## src/rtl/i2s_receiver.sv

```systemverilog
// I2S / left-justified serial audio receiver with oversampled SCK and word-select edge detection.
// Optional I2S_RX_MONO_EN adds a registered mono output, the average of the left and right samples.
module i2s_receiver #(
  parameter int unsigned WIDTH  = 16,
  parameter int unsigned FORMAT = 0
) (
  input  logic             clock,
  input  logic             reset,
  input  logic             ck,
  input  logic             lr,
  input  logic             d,
  output logic [WIDTH-1:0] lmidi,
  output logic [WIDTH-1:0] rmidi,
  output logic             lvalid,
  output logic             rvalid,
  output logic             pvalid,
  output logic             short
`ifdef I2S_RX_MONO_EN
  ,
  output logic [WIDTH-1:0] mono
`endif
);

  localparam int unsigned CW = $clog2(WIDTH + 1);

  typedef enum logic [0:0] {StSync, StRun} state_e;

  state_e          state_q;
  logic            ck_meta, ck_sync, ck_prev;
  logic            lr_meta, lr_sync, lr_prev;
  logic            d_meta, d_sync;
  logic [WIDTH-1:0] sr_q;
  logic [CW-1:0]   cnt_q;
  logic            left_seen_q;

  logic            sck_edge, ws_edge, word_full;
  logic [WIDTH-1:0] bit_pos;
  logic [WIDTH-1:0] first_word;

  always_comb begin
    sck_edge   = ck_sync & ~ck_prev;
    ws_edge    = sck_edge & (lr_sync != lr_prev);
    word_full  = (cnt_q == CW'(WIDTH));
    first_word = '0;
    first_word[WIDTH-1] = d_sync;
    // Bit k of the word lands at position WIDTH-1-k, so short words come out left-aligned.
    bit_pos = '0;
    for (int i = 0; i < int'(WIDTH); i++) begin
      if (cnt_q == CW'(int'(WIDTH) - 1 - i)) bit_pos[i] = d_sync;
    end
  end

  always_ff @(posedge clock) begin
    if (reset) begin
      state_q     <= StSync;
      ck_meta     <= 1'b0;
      ck_sync     <= 1'b0;
      ck_prev     <= 1'b0;
      lr_meta     <= 1'b0;
      lr_sync     <= 1'b0;
      lr_prev     <= 1'b0;
      d_meta      <= 1'b0;
      d_sync      <= 1'b0;
      sr_q        <= '0;
      cnt_q       <= '0;
      left_seen_q <= 1'b0;
      lmidi       <= '0;
      rmidi       <= '0;
      lvalid      <= 1'b0;
      rvalid      <= 1'b0;
      pvalid      <= 1'b0;
      short       <= 1'b0;
    end else begin
      ck_meta <= ck;
      ck_sync <= ck_meta;
      ck_prev <= ck_sync;
      lr_meta <= lr;
      lr_sync <= lr_meta;
      d_meta  <= d;
      d_sync  <= d_meta;
      lvalid  <= 1'b0;
      rvalid  <= 1'b0;
      pvalid  <= 1'b0;
      short   <= 1'b0;
      if (sck_edge) begin
        lr_prev <= lr_sync;
        if (ws_edge) begin
          if (state_q == StRun) begin
            if (!lr_prev) begin
              lmidi       <= sr_q;
              lvalid      <= 1'b1;
              left_seen_q <= 1'b1;
            end else begin
              rmidi       <= sr_q;
              rvalid      <= 1'b1;
              pvalid      <= left_seen_q;
              left_seen_q <= 1'b0;
            end
            short <= ~word_full;
          end
          state_q <= StRun;
          // Left-justified: the WS-edge bit is already the new MSB.
          if (FORMAT == 1) begin
            sr_q  <= first_word;
            cnt_q <= CW'(1);
          end else begin
            sr_q  <= '0;
            cnt_q <= '0;
          end
        end else if (!word_full) begin
          sr_q  <= sr_q | bit_pos;
          cnt_q <= cnt_q + CW'(1);
        end
      end
    end
  end

`ifdef I2S_RX_MONO_EN
  logic [WIDTH:0] mono_sum;

  assign mono_sum = {lmidi[WIDTH-1], lmidi} + {rmidi[WIDTH-1], rmidi};

  always_ff @(posedge clock) begin
    if (reset) begin
      mono <= '0;
    end else if (pvalid) begin
      mono <= mono_sum[WIDTH:1];
    end
  end
`endif

endmodule

```

## config.mk

```make
export PLATFORM = sky130hd
export DESIGN_NAME = i2s_receiver
export DESIGN_NICKNAME = d
export VERILOG_FILES = /design/src/rtl/i2s_receiver.sv
export SDC_FILE = /design/constraint.sdc
export NUM_CORES = 1
export LEC_CHECK = 0
export ABC_AREA = 1
export BUFFER_PORTS_ARGS = -buffer_cell sky130_fd_sc_hd__buf_2
export CORE_ASPECT_RATIO = 0.7
export CORE_MARGIN = 2
export CORE_UTILIZATION = 40
export CTS_CLUSTER_SIZE = 30
export DETAILED_ROUTE_END_ITERATION = 12
export MAX_ROUTING_LAYER = met4
export SETUP_SLACK_MARGIN = 0.1
export SLEW_MARGIN = 20
export SYNTH_ARGS = -nofsm -noshare
export SYNTH_HDL_FRONTEND = slang
export SYNTH_SLANG_ARGS = --single-unit
```

## constraint.sdc

```tcl
create_clock -name clock -period 2.94 [get_ports clock]
set_input_delay 0.147 -clock clock [delete_from_list [all_inputs] [get_ports clock]]
set_output_delay 0.147 -clock clock [all_outputs]
set_load 0.05 [all_outputs]
```

==> flow_summary.toml, run 1 <==
[sta]
slew_violations = 0
setup_tns_ps = 0
finalSetupViolCount = 0
final.min_clock_period_ps = 1700
final.setup_skew_ps = 10.8
max_slew_margin_pct = 48.1
rsz0062_at_grt = "no"
period_share_pct = 57.7
worstMarginPinSlew_ps = 777
max_freq_mhz = 589
hold_viol_final = 0

[min_path]
hp-class = "input port to flop"

[yosys]
synth.top_cell.area_share_pct = 48.7
synth_area_mm2 = 0.00276
syn_nets = 405
async_reset_ff_share_pct = 0
synthSimpleGateAreaFrac_pct = 31.8
synth_compound_area_share_pct = 4.36
synth_cell_type_count = 23
ys_seq_elements = 67
yosys.area.top_type = "dfxtp_1"
synth_most_common_cell = "nand2_1"
synth_top_family_by_area = "simple AND/OR/NAND/NOR gates"
synth-edff-count = 0
synth_adder_area_share_pct = 2.27
yosysWarnings = 0
ys_seq_area_share_pct = 48.7
avgSynthCellArea_um2 = 6.98
synth-main-ff-cell = "dfxtp_1"
postSynthCellCount = 395
synthTopCellsByCount = "97 x nand2_1, 95 x nor2_1, 71 x inv_1"
synth_area_leaders = "dfxtp_1 49%, nand2_1 13%, nor2_1 13%"
synthMuxAreaShare_pct = 0
synth-xor-area-share_pct = 0.318

[pwr]
power.total_mw = 1.75
p_leak_nw = 1.72
ir_worst_vdd_uv = 208
cellPowerDensity_mw_per_mm2 = 541

[floorplan]
die_h_um = 73.4
num_rows = 25
start_util_pct = 41.2
core-area_mm2 = 0.00669
die_x_um = 103
io_pins = 41
dieArea_mm2 = 0.00758

[layout]
multi_input_area_mm2 = 0.00107
drive_above_1_share_pct = 15.7
n_antenna_cell = 0
register_area_mm2 = 0.00134
area_growth_pct = 17.1
n_fill_cell = 708
nets = 445

[global_routing]
grt_use_total_pct = 16.0
grt_pass1_wl_mm = 8.99
grt-ovfl-total = 0
antenna_found_initial = 0
grt_pass1_vias = 1936
grt_max_degree = 33

[detailed_routing]
vias_per_cell = 4.19
drc = 0
detail_route.wl_per_cell_um = 9.81
vias = 2240
drt_wl_total_mm = 5.24
first_pass_iters = 4
antenna_left = 0
drt_iter0_drc = 77

[cts]
ctsHoldBuffers = 1
clockRootBuffer = "clkbuf_8"
cts_max_path_buffers = 2
path_clk_slew_ps = 70
cts_inserted_buffers = 9
post_cts_buffers = 0
clkLatencyLatePin_ps = 340
cts_sinks = 67
cts-htree-levels = 3
cts_tree = "built"
ctsResizeCount = 0

[critical_path]
cp.required_ps = 3170
startpoint_type = "flop"
cp_max_fo = 32
path_class = "flop to flop"
end_kind = "flop"
cp.arrival_ps = 1930
r2r_slack_ps = 1240

[run]
maxCapViolations = 0

[placement]
io_buffers = 40
gp_congestion = 0.820
hpwl_mm = 3.57

[status]
run_status = "complete, no violations"
-- layout make-up --
cell class / count / share of cell area (%)
clock buffers: 12 / 4.81
clock inverters: 4 / 1.51
inverters: 72 / 8.38
multi-input cells: 242 / 33.1
flip-flops and latches: 67 / 41.6
well taps: 94 / 3.64
repair buffers: 43 / 6.98
-- layout by cell type, fill, tap and decap left out, types with 2 or more instances in the layout --
master	instances
inv_1	71
a21oi_1	21
nand2_2	3
clkinv_2	2
dfxtp_1	67
clkbuf_8	11
buf_2	40
ha_1	5
nand2_1	97
o21ai_0	3
nand4_1	2
nor2_1	95
nand3_1	5
nand4_2	2
and3_1	2
buf_4	2
-- critical path, stage by stage (launching register included) --
cell,delay [ps]
dfxtp_1,300
inv_1,60
nor2_4,230
nand4_2,640
nor2_1,280
nor2_1,70
-- sequential cells by signal, summed over array words and instances, names as in the netlist, 5 cells and up --
register,count
lmidi,16
rmidi,16
sr_q,16
cnt_q,5
-- cell families (layout without fill, tap and decap cells) --
logic type | after synthesis | after routing
AOI/OAI and AO/OA | 24 | 24
xor gates and xnor gates | 1 | 1
adders and majority gates | 5 | 5
buffers and inverters | 86 | 131
DFF | 67 | 67
and+or+nand+nor | 212 | 212
-- path summary, 6_finish.rpt --
path | start | to | depth (start not counted)
worst max register to register | ck_sync$_SDFF_PP0_ | rmidi[8]$_SDFFE_PP0P_ | 5
worst min-delay path | d | d_meta$_SDFF_PP0_ | 3
worst max-delay path | ck_sync$_SDFF_PP0_ | rmidi[8]$_SDFFE_PP0P_ | 5
worst min register to register | ck_meta$_SDFF_PP0_ | ck_sync$_SDFF_PP0_ | 2
-- layer usage --
layer	GRT usage, %	up-vias	wire length, um
met5	-	-	0
met4	6.58	0	49
met3	5.23	7	260
met2	21.6	44	2080
met1	22.0	954	2850
li1	-	1235	-
-- report_power, final --
group	switching (mW)	leakage, nW	internal, mW
registers	0.00646	0.541	0.915
logic	0.0395	1.07	0.0151
clock network	0.332	0.106	0.437
total	0.378	1.72	1.37
-- through the flow --
step	std cells	utilization (%)	cell area, um^2	setup slack [ps]	hold WS [ps]
final	534	48.2	3230	1240	19.1
after global routing	534	48.2	3230	1010	20.5
after detailed placement	517	45.0	3010	1240	356
after global placement	517	45.0	3010	1320	348
after CTS	534	48.2	3230	1220	3.54
after floorplan	395	-	2760	1640	254
(Power assumes the default switching activity.)
==> run 2, diff against run 1 <==
clock period = 1.4 ns   (was 2.94 ns; I/O delays follow)
==> flow_summary.toml, run 2 (synthesized netlist as in run 1, its figures left out) <==
[status]
run_status = "complete, no violations"

[critical_path]
path_class = "flop to flop"
critPathMaxStageDelay_ps = 380
cp_cell_sequence = "ha_4 -> nand2_2 -> nor2_2 -> ha_2 -> nand2_1 -> nand2_1 -> nand4_1 -> a21oi_2"
end_kind = "flop"
cp.required_ps = 1680
cp_max_fo = 5
crit_top_cell = "nand2_1"
startpoint_type = "flop"
slowest_stage = "dfxtp_4"
cp.arrival_ps = 1590

[placement]
placed_cells = 521
io_buffers = 40
hpwl_mm = 3.55
gp_congestion = 0.792
post-place-ws_ps = 18.8
placed_cell_area_mm2 = 0.00306

[sta]
worstMarginPinSlew_ps = 369
final.setup_skew_ps = 7.01
final.min_clock_period_ps = 1310
setup_tns_ps = 0
setup_ws_ps = 94.9
finalSetupViolCount = 0
slew_violations = 0
rsz0062_at_grt = "yes"
max_slew_margin_pct = 75.4
max_freq_mhz = 766
holdWs_ps = 33.9
period_share_pct = 93.2
hold_viol_final = 0

[layout]
fin_area_mm2 = 0.00349
register_area_mm2 = 0.00135
final_cell_mix = "96 x nand2_1, 93 x nor2_1, 69 x inv_1"
area_growth_pct = 26.8
n_fill_cell = 679
nets = 458
fin_util_pct = 52.2
instances_no_fill = 545
final_common_cell = "nand2_1"
drive_above_1_share_pct = 22.8
reg_top3 = "lmidi: 16 flops, rmidi: 16 flops, sr_q: 16 flops"
n_antenna_cell = 0
multi_input_area_mm2 = 0.00121

[min_path]
hp-class = "input port to flop"

[cts]
path_clk_slew_ps = 70
clockRootBuffer = "clkbuf_8"
cts-htree-levels = 3
cts_tree = "built"
clkLatencyLatePin_ps = 350
cts_inserted_buffers = 9
cts_max_path_buffers = 2
cts_sinks = 67

[detailed_routing]
detail_route.wl_per_cell_um = 10.4
drt_iter0_drc = 45
drc = 0
first_pass_iters = 4
antenna_left = 0
drt_wl_total_mm = 5.64
vias = 2278
vias_per_cell = 4.18

[global_routing]
grt_use_total_pct = 16.3
grt_pass1_vias = 1963
antenna_found_initial = 0
grt_max_degree = 35
top_usage_layer = "met2"
met2_usage_pct = 22.1
grt_util_met1_pct = 21.4
grt_pass1_wl_mm = 8.98
grtUsageMet3_pct = 6.85
grt-ovfl-total = 0

[pwr]
ir_worst_vdd_uv = 510
power.total_mw = 3.63
cellPowerDensity_mw_per_mm2 = 1040
p_leak_nw = 1.80

[floorplan]
start_util_pct = 41.2
die_x_um = 103
core-area_mm2 = 0.00669
num_rows = 25
dieArea_mm2 = 0.00758
io_pins = 41
die_h_um = 73.4

[run]
maxCapViolations = 0
==> run 2: final timing paths <==
| path | depth (start not counted) | end | slack (ps) | start |
|---|---|---|---|---|
| setup / recovery | 8 | sr_q[0]$_SDFFE_PP0P_ | 90 | cnt_q[1]$_SDFFE_PP0P_ |
| hold / removal | 2 | sr_q[0]$_SDFFE_PP0P_ | 30 | reset |
| setup reg to reg | 8 | sr_q[0]$_SDFFE_PP0P_ | 90 | cnt_q[1]$_SDFFE_PP0P_ |
| hold reg to reg | 2 | ck_sync$_SDFF_PP0_ | 390 | ck_meta$_SDFF_PP0_ |
==> run 2: layout make-up <==
| type | instances | share of cell area (%) |
|---|---|---|
| clock inverters | 3 | 1.15 |
| well taps | 94 | 3.37 |
| flip-flops and latches | 67 | 38.8 |
| multi-input cells | 243 | 34.8 |
| inverters | 72 | 7.74 |
| clock buffers | 11 | 4.05 |
| repair buffers | 55 | 10.2 |
==> run 2: what timing repair did <==
| action | 4_1_cts | 5_1_grt |
|---|---|---|
| gates cloned | 1 | 0 |
| resized for setup | 5 | 39 |
| pin swaps | 2 | 13 |
| hold buffers | 3 | 0 |
| endpoints found under the setup margin | 20 | 39 |
| buffers inserted | 1 | 5 |
| endpoints found under the hold margin | 3 | 0 |
==> run 2: routing by layer <==
metal	up-vias	part of all wire, %	wire, um
met3	6	5.0	282
met2	45	41	2320
met4	0	1.5	84
met1	963	52	2950
li1	1264	-	-
met5	-	0	0
==> run 2: where the power goes <==
group / total, mW / leakage (nW) / internal, mW / switching, mW
Combinational: 0.166 / 1.16 / 0.0603 / 0.105
Clock: 1.53 / 0.0950 / 0.845 / 0.682
Sequential: 1.94 / 0.545 / 1.92 / 0.0155
==> run 2: critical path, delay by kind of cell (launching register included) <==
family | cells | cell delay (ps)
adder cells (fa/ha/maj) | 2 | 320
AO/OA/AOI/OAI | 1 | 140
flip-flops | 1 | 380
AND/OR/NAND/NOR | 5 | 410
